## src/rtl/audio_pkg.sv

```systemverilog
// Shared constants and types for the audio Pmod serial paths.
// Frame: 512 clocks, 32 slots of 16 clocks, one-bit I2S delay.
package audio_pkg;
    localparam int AUDIO_W = 16;
    localparam int SLOT_CNT = 32;
    localparam logic [3:0] SAMPLE_PHASE = 4'hD;
    localparam logic [4:0] SLOT_RLSB = 5'd0;
    localparam logic [4:0] SLOT_LMSB = 5'd1;
    localparam logic [4:0] SLOT_RMSB = 5'd17;

    typedef logic signed [AUDIO_W-1:0] sample_t;

    typedef struct packed {
        sample_t left;
        sample_t right;
    } pair_t;

    // |x| with -32768 saturated to 32767
    function automatic logic [AUDIO_W-2:0] sat_abs(input sample_t x);
        if (x[AUDIO_W-1] && x[AUDIO_W-2:0] == '0)
            return '1;
        return x[AUDIO_W-1] ? (AUDIO_W-1)'(-x) : x[AUDIO_W-2:0];
    endfunction
endpackage

```

## src/rtl/audio_clk_gen.sv

```systemverilog
// Free-running frame counter producing the I2S clocks, slot index
// and the once-per-slot sample strobe.
module audio_clk_gen
    import audio_pkg::*;
(
    input  logic       clk,
    input  logic       rst,
    output logic       mclk_o,
    output logic       lrck_o,
    output logic       sck_o,
    output logic [4:0] slot_o,
    output logic       sample_tick_o
);
    localparam int CNT_W = $clog2(SLOT_CNT) + 4;

    logic [CNT_W-1:0] cnt_q;
    logic [CNT_W-1:0] cnt_d;

    assign cnt_d = cnt_q + CNT_W'(1);

    always_ff @(posedge clk) begin
        if (rst)
            cnt_q <= '0;
        else
            cnt_q <= cnt_d;
    end

    assign mclk_o        = cnt_q[1];
    assign sck_o         = cnt_q[3];
    assign lrck_o        = cnt_q[CNT_W-1];
    assign slot_o        = cnt_q[CNT_W-1:4];
    assign sample_tick_o = (cnt_q[3:0] == SAMPLE_PHASE);
endmodule

```

## src/rtl/audio_rx_deserializer.sv

```systemverilog
// I2S ADC capture: clocks, 2-flop sync, slot deserializer, 1-entry buffer.
// Optional peak level meter enabled by AUDIO_RX_LEVEL_EN.
module audio_rx_deserializer
    import audio_pkg::*;
#(
    parameter int LEVEL_WIN_LOG2 = 10
) (
    input  logic        clk,
    input  logic        rst,
    input  logic        audio_sdout,
    output logic        audio_mclk,
    output logic        audio_lrck,
    output logic        audio_sck,
    output logic [15:0] sample_left,
    output logic [15:0] sample_right,
    output logic        sample_valid,
    input  logic        sample_ready,
    output logic        overrun,
    input  logic        overrun_clr,
    output logic [2:0]  level
);
    logic [4:0] slot;
    logic       sample_tick;

    audio_clk_gen u_clk_gen (
        .clk          (clk),
        .rst          (rst),
        .mclk_o       (audio_mclk),
        .lrck_o       (audio_lrck),
        .sck_o        (audio_sck),
        .slot_o       (slot),
        .sample_tick_o(sample_tick)
    );

    logic               sync1_q, sync2_q;
    sample_t            lsr_q, lsr_d;
    logic [AUDIO_W-2:0] rsr_q, rsr_d;
    logic               primed_q, primed_d;
    pair_t              buf_q, buf_d, pair_new;
    logic               valid_q, valid_d;
    logic               ovr_q, ovr_d;
    logic               pair_done, load, drop;

    always_comb begin
        lsr_d     = lsr_q;
        rsr_d     = rsr_q;
        primed_d  = primed_q;
        pair_done = 1'b0;
        pair_new  = '{left: lsr_q, right: {rsr_q, sync2_q}};
        if (sample_tick) begin
            if (slot == SLOT_RLSB)
                pair_done = primed_q;
            else if (slot >= SLOT_LMSB && slot < SLOT_RMSB)
                lsr_d = {lsr_q[AUDIO_W-2:0], sync2_q};
            else
                rsr_d = {rsr_q[AUDIO_W-3:0], sync2_q};
            // frame 0 becomes usable once its last right bit has arrived
            if (slot == 5'(SLOT_CNT - 1))
                primed_d = 1'b1;
        end
    end

    assign load = pair_done && (!valid_q || sample_ready);
    assign drop = pair_done && valid_q && !sample_ready;

    always_comb begin
        buf_d   = buf_q;
        valid_d = valid_q;
        ovr_d   = ovr_q;
        if (valid_q && sample_ready)
            valid_d = 1'b0;
        if (load) begin
            buf_d   = pair_new;
            valid_d = 1'b1;
        end
        if (overrun_clr)
            ovr_d = 1'b0;
        if (drop)
            ovr_d = 1'b1;
    end

    always_ff @(posedge clk) begin
        if (rst) begin
            sync1_q  <= 1'b0;
            sync2_q  <= 1'b0;
            lsr_q    <= '0;
            rsr_q    <= '0;
            primed_q <= 1'b0;
            buf_q    <= '0;
            valid_q  <= 1'b0;
            ovr_q    <= 1'b0;
        end else begin
            sync1_q  <= audio_sdout;
            sync2_q  <= sync1_q;
            lsr_q    <= lsr_d;
            rsr_q    <= rsr_d;
            primed_q <= primed_d;
            buf_q    <= buf_d;
            valid_q  <= valid_d;
            ovr_q    <= ovr_d;
        end
    end

    assign sample_left  = buf_q.left;
    assign sample_right = buf_q.right;
    assign sample_valid = valid_q;
    assign overrun      = ovr_q;

`ifdef AUDIO_RX_LEVEL_EN
    logic [AUDIO_W-2:0]        mag_l, mag_r, mag;
    logic [AUDIO_W-2:0]        peak_q, peak_d;
    logic [LEVEL_WIN_LOG2-1:0] win_q, win_d;
    logic [2:0]                level_q, level_d;

    assign mag_l = sat_abs(pair_new.left);
    assign mag_r = sat_abs(pair_new.right);
    assign mag   = (mag_l > mag_r) ? mag_l : mag_r;

    always_comb begin
        peak_d  = peak_q;
        win_d   = win_q;
        level_d = level_q;
        if (pair_done) begin
            peak_d = (mag > peak_q) ? mag : peak_q;
            win_d  = win_q + LEVEL_WIN_LOG2'(1);
            if (&win_q) begin
                level_d = peak_d[AUDIO_W-2:AUDIO_W-4];
                peak_d  = '0;
            end
        end
    end

    always_ff @(posedge clk) begin
        if (rst) begin
            peak_q  <= '0;
            win_q   <= '0;
            level_q <= '0;
        end else begin
            peak_q  <= peak_d;
            win_q   <= win_d;
            level_q <= level_d;
        end
    end

    assign level = level_q;
`else
    logic unused_win;
    assign unused_win = ^LEVEL_WIN_LOG2;
    assign level = 3'd0;
`endif
endmodule

```

## config.mk

```make
export PLATFORM = sky130hd
export DESIGN_NAME = audio_rx_deserializer
export DESIGN_NICKNAME = d
export VERILOG_FILES = /design/src/rtl/audio_pkg.sv /design/src/rtl/audio_clk_gen.sv /design/src/rtl/audio_rx_deserializer.sv
export SDC_FILE = /design/constraint.sdc
export NUM_CORES = 1
export LEC_CHECK = 0
export CAP_MARGIN = 20
export CORE_AREA = 2 2 85 87
export DETAILED_ROUTE_END_ITERATION = 8
export DIE_AREA = 0 0 87 89
export PLACE_DENSITY = 0.72
export SLEW_MARGIN = 10
export SYNTH_ARGS = -nofsm -noshare
export SYNTH_HDL_FRONTEND = slang
export SYNTH_SLANG_ARGS = --single-unit
export TNS_END_PERCENT = 50
```

## constraint.sdc

```tcl
create_clock -name clk -period 5 [get_ports clk]
set_input_delay 1 -clock clk [delete_from_list [all_inputs] [get_ports clk]]
set_output_delay 1 -clock clk [all_outputs]
set_load 0.1 [all_outputs]
```

==> results.toml <==
[run_status]
outcome = "complete, no violations"

[global_routing]
use_met2_pct = 21.5
top_usage_layer = "met2"
antenna_found_initial = 0
grt.total_usage_pct = 13.9
grt_pass1_wl_um = 8330
grt_max_degree = 80
grt_pass1_vias = 1882
use_met1_pct = 17.0
overflow = 0
grt_use_met3_pct = 5.63

[route]
ant_nets = 0
vias_per_cell = 4.86
dr.pass1.iters = 4
drc = 0
wire_per_inst_um = 12.2
initialDrtViolationCount = 61
routed_wirelength_um = 4810
vias = 1916

[worst_setup_path]
cp_num_buf_inv = 1
path_class = "flip-flop to primary output"
cp.required_ps = 4000
rr_worst_depth = 4
critPathSlowestCell = "clkdlybuf4s50_1"
cp-start-kind = "flip-flop"
endpoint_kind = "primary output"
path_depth = 1
max_stage_delay_ps = 1190
critPathMaxFanout = 7
crit_chain = "clkdlybuf4s50_1"
crit_arrival_ps = 2000
crit_family = "buffers and inverters"

[floorplan]
io_pins = 45
die_w_um = 87
fp.dieH_um = 89
rows = 30
die-area_um2 = 7740
start_util_pct = 44.3
core_area_um2 = 6720

[place]
dp.cells = 378
pre_cts_ws_ps = 2310
dp_hpwl_um = 3070
gp_congestion = 0.742
portBuffers = 41

[pwr]
power_density_nw_per_um2 = 303
p_leak_nw = 1.42
p_seq_share_pct = 56.3
ir_drop_uv = 162
switching_share_pct = 22.1
p_int_mw = 0.856
pwr-share-comb_pct = 3.9
finalPower_mw = 1.10
power_switching_mw = 0.243
clkPwrFrac_pct = 39.8

[clocking]
clock-root-buffer = "clkbuf_8"
clock_sinks = 77
cts_resized = 0
insertion_delay_ps = 340
cts.path.max_buffers = 2
htreeDepth = 3
cts_inserted_buffers = 9
clk_pin_slew_ps = 70
cts_setup_buffers = 0
cts_tree = "yes"
ctsHoldBuffers = 0

[timing]
clock-skew-final_ps = 7.90
fin_tns_setup_ps = 0
final.setup.worst_slack_ps = 2000
grt_setup_unrepaired = "no"
fmax_mhz = 334
fin_crit_ps = 3000
finalSetupViolations = 0
fin_crit_sh_pct = 59.9
finalHoldViolCount = 0
max-slew-margin-rel_pct = 32.0
tightest_slew_ps = 1020
drv_slew = 0

[synth]
ys_types = 26
yosys_register_bits = 77
async_flop_share_pct = 0
synth-main-ff-cell = "dfxtp_1"
syn_inst = 270
syn_area_um2 = 2980
yosys_warnings = 0
synth_edf_count = 0
synth_area_per_cell_um2 = 11.0
synth_seq_area_share_pct = 51.8

[worst_hold_path]
hold_class = "flip-flop to flip-flop"
hold_depth = 1

[flow_run]
cap_violations = 0

[finish]
final_core_util_pct = 54.0
area_growth_pct = 21.8
drive_gt1_share_pct = 7.01
num_antenna_cells = 0
finalNonFillerCells = 394
nets = 317
==> logic make-up (layout without fill, tap and decap cells) <==
group,count (synthesis),in the layout,synth area share [%]
and+or+nand+nor,93,93,19.2
buffers and inverters,19,61,3.15
adders and majority gates,2,2,0.840
other,1,3,0.126
DFF,77,77,51.8
xor gates and xnor gates,3,3,0.883
AOI/OAI and AO/OA,11,11,2.10
muxes,64,64,21.9
==> power by group through the flow <==
stage	logic, mW	clock network (mW)	registers (mW)
CTS	0.0417	0.456	0.618
global route	0.0454	0.484	0.619
floorplan	0.0298	0	0.639
finish	0.0428	0.437	0.619
global placement	0.0413	0	0.633
detailed placement	0.0417	0	0.633
==> state kept, by name, summed over array words and instances, names as in the netlist <==
| name | cells |
|---|---|
| sync2_q | 1 |
| sample_left | 16 |
| overrun | 1 |
| rsr_q | 15 |
| sample_right | 16 |
| lsr_q | 16 |
| sample_valid | 1 |
| u_clk_gen.cnt_q | 9 |
| primed_q | 1 |
| sync1_q | 1 |
==> cell type report <==
| type | count | area (µm²) |
|---|---|---|
| Clock inverter | 5 | 52.6 |
| Timing Repair Buffer | 44 | 448 |
| Clock buffer | 10 | 128 |
| Inverter | 2 | 7.51 |
| Sequential cell | 77 | 1540 |
| Fill cell | 602 | 3090 |
| Multi-Input combinational cell | 176 | 1350 |
| Tap cell | 80 | 100 |
==> cell usage after synthesis, drive strengths merged (2+ instances only) <==
cell | number | area (µm²)
clkbuf | 9 | 33.8
xnor2 | 2 | 17.5
or3 | 4 | 25.0
nand2 | 2 | 7.51
dfxtp | 77 | 1540
nor2b | 3 | 18.8
nand4 | 4 | 25.0
ha | 2 | 25.0
nand3 | 4 | 20.0
nor2 | 8 | 32.5
a21oi | 5 | 25.0
buf | 8 | 52.6
nand2b | 65 | 407
mux2i | 64 | 653
inv | 2 | 7.51
o21ai | 4 | 20.0
==> final timing paths <==
check / from / to / slack (ps)
setup / recovery: u_clk_gen.cnt_q[3] / audio_sck / 2000
hold / removal: sync1_q / sync2_q / 460
setup reg to reg: u_clk_gen.cnt_q[6] / sample_left[14] / 3010
hold reg to reg: sync1_q / sync2_q / 460
==> layer usage <==
layer	share of wire [%]	up-vias
li1	-	978
met3	4.7	7
met4	1.6	0
met5	0	-
met2	43	44
met1	51	887
==> through the flow <==
stage | hold WS (ps) | area, µm²
floorplan | 414 | 2990
global placement | 447 | 3410
detailed placement | 444 | 3430
CTS | 468 | 3610
global route | 480 | 3630
finish | 464 | 3630
==> layout by cell type (no fill, tap or decap), types with 2 or more instances in the layout <==
| master | instances |
|---|---|
| nor2b_1 | 3 |
| nand4_1 | 4 |
| a21oi_1 | 5 |
| mux2i_1 | 63 |
| clkinv_2 | 3 |
| xnor2_1 | 2 |
| nand2_1 | 2 |
| dfxtp_1 | 77 |
| clkdlybuf4s50_1 | 40 |
| ha_1 | 2 |
| o21ai_0 | 4 |
| or3_1 | 4 |
| conb_1 | 3 |
| nand2b_1 | 65 |
| nand3_1 | 4 |
| nor2_1 | 7 |
| inv_1 | 2 |
| clkbuf_8 | 9 |
Power figures use the tool's default switching activity.
